$ cat src/rtl/rnd_pkg.sv
// Shared types and LFSR helpers for the multi-lane mantissa rounder.
package rnd_pkg;

  typedef enum logic [1:0] {
    RND_TRUNC = 2'b00,
    RND_RNE   = 2'b01,
    RND_STC   = 2'b10,
    RND_RHA   = 2'b11
  } rnd_mode_e;

  // Fibonacci maximal-length tap masks; bit n-1 set means tap n.
  function automatic logic [15:0] lfsr_taps(input int width);
    case (width)
      4:       return 16'h000C;
      5:       return 16'h0014;
      6:       return 16'h0030;
      7:       return 16'h0060;
      8:       return 16'h00B8;
      9:       return 16'h0110;
      10:      return 16'h0240;
      11:      return 16'h0500;
      12:      return 16'h0829;
      13:      return 16'h100D;
      14:      return 16'h2015;
      15:      return 16'h6000;
      16:      return 16'hD008;
      default: return 16'h000C;
    endcase
  endfunction

  // An all-zero state would lock the LFSR, so it is replaced by 1.
  function automatic logic [15:0] lfsr_fix_zero(input logic [15:0] v, input int width);
    logic [15:0] m;
    m = 16'hFFFF >> (16 - width);
    return ((v & m) == 16'd0) ? 16'd1 : (v & m);
  endfunction

endpackage

$ cat src/rtl/rnd_lane_dec.sv
// Combinational increment decision for one rounding lane.
module rnd_lane_dec
  import rnd_pkg::*;
#(
  parameter int REST_W  = 20,
  parameter int NOISE_W = 6
) (
  input  logic               keep_lsb,
  input  logic [REST_W-1:0]  rest,
  input  rnd_mode_e          mode,
  input  logic [NOISE_W-1:0] noise,
  output logic               inc
);

  logic               guard;
  logic               sticky;
  logic [NOISE_W-1:0] r;
  logic [NOISE_W:0]   stc_sum;

  assign guard = rest[REST_W-1];

  generate
    if (REST_W > 1) begin : g_sticky
      assign sticky = |rest[REST_W-2:0];
    end else begin : g_no_sticky
      assign sticky = 1'b0;
    end

    if (REST_W >= NOISE_W) begin : g_r_slice
      assign r = rest[REST_W-1 -: NOISE_W];
    end else begin : g_r_pad
      assign r = {rest, {(NOISE_W-REST_W){1'b0}}};
    end
  endgenerate

  assign stc_sum = {1'b0, r} + {1'b0, noise};

  always_comb begin
    // NOTE: default first so every path assigns inc and no latch is inferred.
    inc = 1'b0;
    case (mode)
      RND_TRUNC: inc = 1'b0;
      RND_RNE:   inc = guard & (sticky | keep_lsb);
      RND_STC:   inc = stc_sum[NOISE_W];
      RND_RHA:   inc = guard;
      default:   inc = 1'b0;
    endcase
  end

endmodule

$ cat src/rtl/rnd_multi_lane.sv
// Multi-lane, mode-selectable mantissa rounder with per-lane LFSR noise
// and a 2-stage valid/ready pipeline (decision stage, add/saturate stage).
module rnd_multi_lane
  import rnd_pkg::*;
#(
  parameter int LANES   = 4,
  parameter int WIDTH_I = 24,
  parameter int WIDTH_O = 4,
  parameter int NOISE_W = 6,
  parameter int SAT     = 1,
  parameter int SEED    = 1
) (
  input  logic                     i_clk,
  input  logic                     i_rst_n,
  input  logic                     i_vld,
  output logic                     o_rdy,
  input  logic [LANES*WIDTH_I-1:0] i_num,
  input  logic [1:0]               i_mode,
  input  logic                     i_seed_vld,
  input  logic [NOISE_W-1:0]       i_seed,
  output logic                     o_vld,
  input  logic                     i_rdy,
  output logic [LANES*WIDTH_O-1:0] o_man,
  output logic [LANES-1:0]         o_ofl
);

  localparam int REST_W = WIDTH_I - WIDTH_O;
  localparam logic [NOISE_W-1:0] TAPS = NOISE_W'(lfsr_taps(NOISE_W));

  logic                     s1_vld_q, s1_vld_d;
  logic [WIDTH_O-1:0]       s1_keep_q [LANES];
  logic [WIDTH_O-1:0]       s1_keep_d [LANES];
  logic [LANES-1:0]         s1_inc_q, s1_inc_d;
  logic                     s2_vld_q, s2_vld_d;
  logic [LANES*WIDTH_O-1:0] man_q, man_d;
  logic [LANES-1:0]         ofl_q, ofl_d;
  logic [NOISE_W-1:0]       lfsr_q [LANES];
  logic [NOISE_W-1:0]       lfsr_d [LANES];
  logic [LANES-1:0]         inc_w;
  logic [WIDTH_O:0]         sum;
  logic                     s2_adv;
  logic                     accept;

  // Ready depends only on registered state and i_rdy, never on i_vld.
  assign s2_adv = !s2_vld_q | i_rdy;
  assign o_rdy  = !s1_vld_q | s2_adv;
  assign accept = i_vld & o_rdy;

  assign o_vld = s2_vld_q;
  assign o_man = man_q;
  assign o_ofl = ofl_q;

  generate
    for (genvar k = 0; k < LANES; k++) begin : g_lane
      rnd_lane_dec #(
        .REST_W  (REST_W),
        .NOISE_W (NOISE_W)
      ) u_dec (
        .keep_lsb (i_num[k*WIDTH_I + REST_W]),
        .rest     (i_num[k*WIDTH_I +: REST_W]),
        .mode     (rnd_mode_e'(i_mode)),
        .noise    (lfsr_q[k]),
        .inc      (inc_w[k])
      );
    end
  endgenerate

  always_comb begin
    s1_vld_d  = s1_vld_q;
    s1_keep_d = s1_keep_q;
    s1_inc_d  = s1_inc_q;
    s2_vld_d  = s2_vld_q;
    man_d     = man_q;
    ofl_d     = ofl_q;
    lfsr_d    = lfsr_q;
    sum       = '0;

    if (o_rdy) s1_vld_d = i_vld;
    if (accept) begin
      for (int k = 0; k < LANES; k++) begin
        s1_keep_d[k] = i_num[k*WIDTH_I + REST_W +: WIDTH_O];
      end
      s1_inc_d = inc_w;
    end

    if (s2_adv) begin
      s2_vld_d = s1_vld_q;
      if (s1_vld_q) begin
        for (int k = 0; k < LANES; k++) begin
          sum      = {1'b0, s1_keep_q[k]} + (WIDTH_O+1)'(s1_inc_q[k]);
          ofl_d[k] = sum[WIDTH_O];
          man_d[k*WIDTH_O +: WIDTH_O] = ((SAT != 0) && sum[WIDTH_O]) ?
                                        {WIDTH_O{1'b1}} : sum[WIDTH_O-1:0];
        end
      end
    end

    // Seed load wins over an advance; the beat accepted now already used lfsr_q.
    for (int k = 0; k < LANES; k++) begin
      if (i_seed_vld) begin
        lfsr_d[k] = NOISE_W'(lfsr_fix_zero(16'(i_seed) ^ 16'(k + 1), NOISE_W));
      end else if (accept) begin
        lfsr_d[k] = {lfsr_q[k][NOISE_W-2:0], ^(lfsr_q[k] & TAPS)};
      end
    end
  end

  // NOTE: sequential state uses non-blocking assignments; the small data
  // arrays are reset too so outputs read as zero straight out of reset.
  always_ff @(posedge i_clk or negedge i_rst_n) begin
    if (!i_rst_n) begin
      s1_vld_q <= 1'b0;
      s1_inc_q <= '0;
      s2_vld_q <= 1'b0;
      man_q    <= '0;
      ofl_q    <= '0;
      for (int k = 0; k < LANES; k++) begin
        s1_keep_q[k] <= '0;
        lfsr_q[k]    <= NOISE_W'(lfsr_fix_zero(16'(SEED) ^ 16'(k + 1), NOISE_W));
      end
    end else begin
      s1_vld_q  <= s1_vld_d;
      s1_keep_q <= s1_keep_d;
      s1_inc_q  <= s1_inc_d;
      s2_vld_q  <= s2_vld_d;
      man_q     <= man_d;
      ofl_q     <= ofl_d;
      lfsr_q    <= lfsr_d;
    end
  end

endmodule
$ cat config.mk
export PLATFORM = sky130hd
export DESIGN_NAME = rnd_multi_lane
export DESIGN_NICKNAME = d
export VERILOG_FILES = /design/src/rtl/rnd_pkg.sv /design/src/rtl/rnd_lane_dec.sv /design/src/rtl/rnd_multi_lane.sv
export SDC_FILE = /design/constraint.sdc
export NUM_CORES = 1
export LEC_CHECK = 0
export ABC_AREA = 1
export CAP_MARGIN = 25
export CELL_PAD_IN_SITES_DETAIL_PLACEMENT = 1
export CELL_PAD_IN_SITES_GLOBAL_PLACEMENT = 2
export CORE_MARGIN = 10
export CORE_UTILIZATION = 27
export CTS_CLUSTER_DIAMETER = 150
export DETAILED_ROUTE_END_ITERATION = 10
export HOLD_SLACK_MARGIN = 0.03
export PLACE_DENSITY_LB_ADDON = 0.1
export SLEW_MARGIN = 20
export SYNTH_ARGS = -nofsm -noshare
export SYNTH_HDL_FRONTEND = slang
export SYNTH_SLANG_ARGS = --single-unit
$ cat constraint.sdc
create_clock -name i_clk -period 4.39 [get_ports i_clk]
set_clock_uncertainty 0.1 [all_clocks]
set_input_delay 0.6585 -clock i_clk [delete_from_list [all_inputs] [get_ports i_clk]]
set_output_delay 0.6585 -clock i_clk [all_outputs]
set_load 0.02 [all_outputs]
== After elaboration in Yosys (flattened, before gate mapping) ==
Cells that the tools add are included.

* Add/subtract/negate cells: 8
* Eq/ne operators: 3
* Mux-type cells: 20
* Bitwise operators: 15
* Reductions and logical operators: 17

{| class="wikitable"
|+ Operators with widths
! cell !! count
|-
| $reduce_or 19->1 || 4
|-
| $mux 6 || 12
|-
| $logic_not 16->1 || 4
|-
| $add 6x6->7 || 4
|-
| $reduce_xor 6->1 || 4
|-
| $add 4x1->5 || 4
|-
| $mux 4 || 4
|-
| $pmux 1 s4 || 4
|-
| $or 1x1->1 || 6
|-
| $and 1x1->1 || 5
|-
| $eq 2x2->1 const B || 2
|-
| $not 1->1 || 3
|-
| $eq 2x1->1 const B || 1
|-
| $logic_not 1->1 || 2
|-
| $logic_not 2->1 || 1
|-
| $not 2->2 || 1
|-
| $reduce_and 2->1 || 1
|-
| $reduce_bool 2->1 || 1
|}

* Register bits: 66
* Input bits: 109
* Output and inout port bits: 22
* Word-level logic and storage cells: 76

== Longest topological paths before layout ==
Gate-level depths: netlist (run 1).

* Depth after elaboration: 6
* Mapped depth: 9
* Gate-level depth less buffers: 9

== Hierarchy ==
A second synthesis (run 1) with hierarchy kept.

* Cell total of the unflattened synthesis: 568
* Area total of the unflattened synthesis: 4065.1 µm²

{| class="wikitable"
|+ Modules (own cells, without submodules)
! module !! instances !! cells each !! area each (µm²) !! seq. area each (µm²)
|-
| rnd_multi_lane || 1 || 380 || 3109.2 || 1659.1
|-
| rnd_lane_dec || 4 || 47 || 239.0 || 0.0
|}

== Least setup slack after synthesis (run 1) ==
No wires, ideal clock.

* Kind: input-to-output
* Start: input i_rdy
* End: output o_rdy
* Data arrival time: 879 ps
* Data required time: 3632 ps
* Path slack: 2752 ps
* Stages: 2
* Buffers on the path: 0
* Path through: inv_1 nand3_2

* Cells in the longest elaborated chain, start to end: 2

{| class="wikitable"
|+ RTL lines
! what !! line !! source
|-
| start: declaration || rnd_multi_lane.sv:22 || <nowiki>input logic i_rdy,</nowiki>
|-
| $or 1x1->1 || rnd_multi_lane.sv:45 || <nowiki>assign s2_adv = !s2_vld_q | i_rdy;</nowiki>
|-
| $or 1x1->1 || rnd_multi_lane.sv:46 || <nowiki>assign o_rdy = !s1_vld_q | s2_adv;</nowiki>
|-
| end: declaration || rnd_multi_lane.sv:16 || <nowiki>output logic o_rdy,</nowiki>
|}

No other way between the ends.

== Worst setup path after layout (run 1) ==
Same ends and word-level chain as after synthesis.

==> results of run 1 <==
[where the power goes]
group,switching [uW],total (uW),leakage (uW),internal (uW)
clock network,265,702,0.000136,437
registers,74.9,802,0.000805,727
logic,311,606,0.00166,295
[how the worst max path moves through the flow]
stage	slack, ps	end	from	cells after the start
global route	1720	o_rdy	i_rdy	4
global placement	1750	o_rdy	i_rdy	4
CTS	1740	o_rdy	i_rdy	4
floorplan	2750	o_rdy	i_rdy	2
detailed placement	1740	o_rdy	i_rdy	4
finish	1760	o_rdy	i_rdy	4
[Yosys cell counts, types with 6 or more instances]
cell,instances
o21ai_0,14
a21oi_1,11
ha_1,28
inv_1,46
dfstp_2,6
nor2_1,64
o211ai_1,6
nand2_1,156
dfrtp_1,60
nand3_1,35
buf_2,7
o221ai_1,14
[worst max-delay path, cell delays in order]
cell and delay [ps]:
clkdlybuf4s50_1 450, inv_1 60, nand3_2 90, clkdlybuf4s50_1 610
[cell families after synthesis]
kind of cell | after synthesis | synth area share, %
flip-flops | 66 | 43.8
adder cells (fa/ha/maj) | 28 | 9.24
AO/OA/AOI/OAI | 56 | 10.0
AND/OR/NAND/NOR | 268 | 28.9
XOR/XNOR | 4 | 0.924
buffers and inverters | 61 | 7.10
[sequential cells by signal, summed over array words and instances, names as in the netlist]
signal,cells
s1_vld_q,1
s1_keep_q,16
o_vld,1
o_man,16
s1_inc_q,4
lfsr_q,24
o_ofl,4
[metrics by stage]
| stage | instance area (um^2) | utilization, % |
|---|---|---|
| 2_1_floorplan | 3790 | - |
| 3_3_place_gp | 5240 | 37.9 |
| 3_5_place_dp | 5240 | 37.9 |
| 4_1_cts | 5520 | 40.0 |
| 5_1_grt | 5520 | 40.0 |
| 6_report | 5520 | 40.0 |
[cell type report]
cell class / instances / area (um^2)
clock inverter: 5 / 55.1
timing repair buffer: 131 / 1300
multi-input combinational: 356 / 1860
fill: 1659 / 8300
clock buffer: 11 / 233
inverter: 49 / 185
tap: 180 / 225
sequential: 66 / 1660
[metal layers]
| layer | vias up | track usage, % |
|---|---|---|
| met4 | 0 | 3.66 |
| met1 | 1668 | 15.0 |
| met2 | 59 | 21.8 |
| met5 | - | 0 |
| li1 | 1833 | - |
| met3 | 8 | 3.66 |
[cell usage in the layout, fill, tap and decap left out, types with 11 or more instances in the layout]
cell,synthesis,final
clkdlybuf4s50_1,0,129
a21oi_1,11,11
o21ai_0,14,14
inv_1,46,46
ha_1,28,28
nand2_1,156,156
o221ai_1,14,14
nor2_1,64,64
dfrtp_1,60,60
nand3_1,35,35
==> flow_summary.ini, run 1 <==
[synth]
synth_area_leaders = dfrtp_1 40%, nand2_1 15%, ha_1 9.2%, nor2_1 6.3%, nand3_1 4.6%
synth_edf_count = 0
synthArstFlopShare_pct = 100
syn_nets = 620
synth.cell_area_um2 = 3790
ys.flop_type = dfrtp_1
synth.top_cell.area_share_pct = 39.6
synth_cell_types = 30
yosysSeqAreaShare_pct = 43.8
ys_seq_elements = 66
yosys_warnings = 0
yosysTopAreaCell = dfrtp_1
avgSynthCellArea_um2 = 7.85
syn-instance-count = 483

[routing]
wl_um = 11900
drt-met1-wl_um = 5190
dr_wl_met2_um = 6050
wl_per_cell_um = 14.9
met3_length_um = 524
via_per_inst = 4.47
top_layer_used = met4
dr.pass1.iters = 4
antenna_left = 0
vias = 3568
drc = 0
drt_iter0_markers = 145

[timing]
whs_ps = 318
worstMarginPinSlew_ps = 847
clock.fmax_mhz = 380
setup_violations = 0
setup_ws_ps = 1760
final.min_clock_period_ps = 2630
fin_crit_sh_pct = 60.0
drv_slew = 0
fin_setup_tns_ps = 0
grt_setup_unrepaired = no
maxSlewHeadroom_pct = 43.5
hold_viol_final = 0

[clock_network]
post_cts_buffers = 0
ctsRootBufferMaster = clkbuf_16
cts_buffer_depth = 2
cts-htree-levels = 3
postCtsHoldBufs = 0
clkLatencyLatePin_ps = 340
numCtsBuffers = 9
ctsResizeCount = 0
cts_tree = done
cts.sinks = 66
clk_pin_slew_ps = 50

[global_routing]
grt_pass1_vias = 3876
grt_max_degree = 37
grt_pass1_wl_um = 20000
gr-usage-all-layers_pct = 12.7
grt_antenna_before_repair = 0
grt_overflow_total = 0

[critical_path]
r2r_slack_ps = 2540
worst_ep_arrival_time_ps = 1870
startpoint_type = primary input
worstPathMaxFanout = 3
r2r_end = lfsr_q[16]$_DFFE_PN0P_
crit_type = in2out
endpoint_kind = primary output
r2r_cells = 5
r2r-start = o_vld$_DFFE_PN0P_
crit_required_ps = 3630

[final_layout]
area_growth_pct = 45.7
diodes = 0
fin_cells = 798
layout.nets = 750
drive_above_1_share_pct = 6.63

[floorplan]
core_area_um2 = 13800
dieHeight_um = 138
initial_core_util_pct = 27.4
pin_count = 131
row_count = 43
die_x_um = 138
die-area_um2 = 19200

[placed_design]
dp_slack_ps = 1740
port_buffers = 130
dpl.hpwl_um = 9630
dp.cells = 782
gp_congestion = 0.759

[flow_run]
drv_cap = 0

[power]
power_uw = 2110
ir_worst_vdd_mv = 0.253
p_leak_uw = 0.00260
power_density_nw_per_um2 = 382

[min_path]
holdCritPathClass = in2async

[run_status]
outcome = completed
Power figures use the tool's default switching activity.
==> inputs of run 2 (changes only) <==
--- a/config.mk
+++ b/config.mk
@@ -10,7 +10,7 @@
 export CELL_PAD_IN_SITES_DETAIL_PLACEMENT = 1
 export CELL_PAD_IN_SITES_GLOBAL_PLACEMENT = 2
 export CORE_MARGIN = 10
-export CORE_UTILIZATION = 27
+export CORE_UTILIZATION = 23
 export CTS_CLUSTER_DIAMETER = 150
 export DETAILED_ROUTE_END_ITERATION = 10
 export HOLD_SLACK_MARGIN = 0.03
==> constraint.sdc (replaced) <==
create_clock -name i_clk -period 2.2 [get_ports i_clk]
set_clock_uncertainty 0.1 [all_clocks]
set_input_delay 0.33 -clock i_clk [delete_from_list [all_inputs] [get_ports i_clk]]
set_output_delay 0.33 -clock i_clk [all_outputs]
set_load 0.02 [all_outputs]
==> flow_summary.ini, run 2 (same netlist as run 1, synthesis figures left out) <==
[final_layout]
layout.nets = 759
fin_cells = 842
top_register = lfsr_q
final_core_util_pct = 35.4
largest_reg_flops = 24
fill_cells = 1933
final_cell_mix = 156 x nand2_1, 129 x clkdlybuf4s50_1, 64 x nor2_1
layout_commonest_cell = nand2_1
area_growth_pct = 49.2
drive_above_1_share_pct = 7.99
diodes = 0

[clock_network]
cts.sinks = 66
cts_buffer_depth = 2
numCtsBuffers = 9
postCtsHoldBufs = 1
ctsResizeCount = 0
cts-htree-levels = 3
clk_pin_slew_ps = 60
ctsRootBufferMaster = clkbuf_16
cts_tree = done
post_cts_buffers = 0
clkLatencyLatePin_ps = 330

[global_routing]
grt_max_degree = 67
grt_pass1_wl_um = 21000
grt_antenna_before_repair = 0
gr-usage-all-layers_pct = 12.0
grt_pass1_vias = 4045
grt_overflow_total = 0

[placed_design]
dp_slack_ps = 218
gp_congestion = 0.768
dp.cells = 826
dpl.hpwl_um = 10400
port_buffers = 130

[min_path]
min_to = o_ofl[1]$_DFFE_PN0P_
holdCritPathClass = reg2reg
holdPathStages = 2
min_from = o_ofl[1]$_DFFE_PN0P_

[critical_path]
r2r_slack_ps = 720
crit_required_ps = 1770
r2r-start = s1_keep_q[0]$_DFFE_PN0P_
startpoint_type = primary input
r2r_cells = 5
worst_ep_arrival_time_ps = 1550
endpoint_kind = primary output
worstPathMaxFanout = 3
r2r_end = o_man[14]$_DFFE_PN0P_
crit_type = in2out

[routing]
dr.pass1.iters = 4
wl_per_cell_um = 15.3
via_per_inst = 4.27
antenna_left = 0
vias = 3595
drt_iter0_markers = 106
wl_um = 12900
drc = 0

[power]
clockPowerShare_pct = 33.7
power_density_nw_per_um2 = 756
swShare_pct = 30.9
pwr-share-seq_pct = 37.3
p_leak_uw = 0.00265
power.internal_uw = 2950
p_sw_uw = 1320
combPwrFrac_pct = 28.9
power_uw = 4280
ir_worst_vdd_mv = 0.383

[timing]
clock.fmax_mhz = 506
worstMarginPinSlew_ps = 452
setup_ws_ps = 222
fin_crit_sh_pct = 89.9
drv_slew = 0
fin_setup_tns_ps = 0
maxSlewHeadroom_pct = 69.8
hold_viol_final = 0
final.min_clock_period_ps = 1980
grt_setup_unrepaired = no
setup_violations = 0

[floorplan]
pin_count = 131
core_area_um2 = 16000
row_count = 46
dieHeight_um = 148
die-area_um2 = 22000
die_x_um = 148
initial_core_util_pct = 23.7

[flow_run]
drv_cap = 0

[run_status]
outcome = completed
-- run 2: cell count changes in the layout (fill, tap and decap cells not counted) --
| cell | change |
|---|---|
| buf_4 | +7 |
| clkbuf_1 | -2 |
| buf_12 | +1 |
| clkbuf_8 | +1 |
| dlygate4sd3_1 | +1 |
-- run 2: power by group through the flow --
stage | logic, uW | registers (uW) | clock network, uW
final | 1240 | 1600 | 1440
after global routing | 1400 | 1630 | 1530
after CTS | 1270 | 1600 | 1490
after detailed placement | 1260 | 1620 | 0
after global placement | 1240 | 1610 | 0
after floorplan | 510 | 1720 | 0
-- run 2: area by class of cell --
type                    count  area [um^2]  share of cell area [%]
multi-input cells         356         1860                    32.9
flip-flops and latches     66         1660                    29.3
repair buffers            140         1390                    24.5
well taps                 216          270                    4.78
clock buffers              10          239                    4.22
inverters                  49          185                    3.27
clock inverters             5         55.1                   0.973
-- run 2: worst max-delay path by stage --
stage | startpoint | to | slack (ps) | depth (start not counted)
after floorplan | o_vld$_DFFE_PN0P_ | lfsr_q[19]$_DFFE_PN0P_ | 790 | 6
after global placement | i_rdy | o_rdy | 210 | 4
after detailed placement | i_rdy | o_rdy | 220 | 4
after CTS | i_rdy | o_rdy | 220 | 4
after global routing | i_rdy | o_rdy | 180 | 4
final | i_rdy | o_rdy | 220 | 4
-- run 2: critical path: stages --
cell and delay [ps]:
clkdlybuf4s50_1 450, inv_1 50, nand3_2 90, clkdlybuf4s50_1 620
-- run 2: per-stage QoR --
stage	instance area, um^2	hold WS, ps
global placement	5350	286
finish	5660	376
floorplan	3790	-65.6
detailed placement	5350	282
CTS	5660	381
global route	5660	413
-- run 2: routing by layer --
metal | up-vias | global-route usage [%] | share of wire [%]
met5 | - | 0 | 0
met4 | 0 | 4.31 | 1.7
met3 | 14 | 3.00 | 4.4
met2 | 71 | 21.5 | 52
met1 | 1662 | 13.4 | 42
li1 | 1848 | - | -
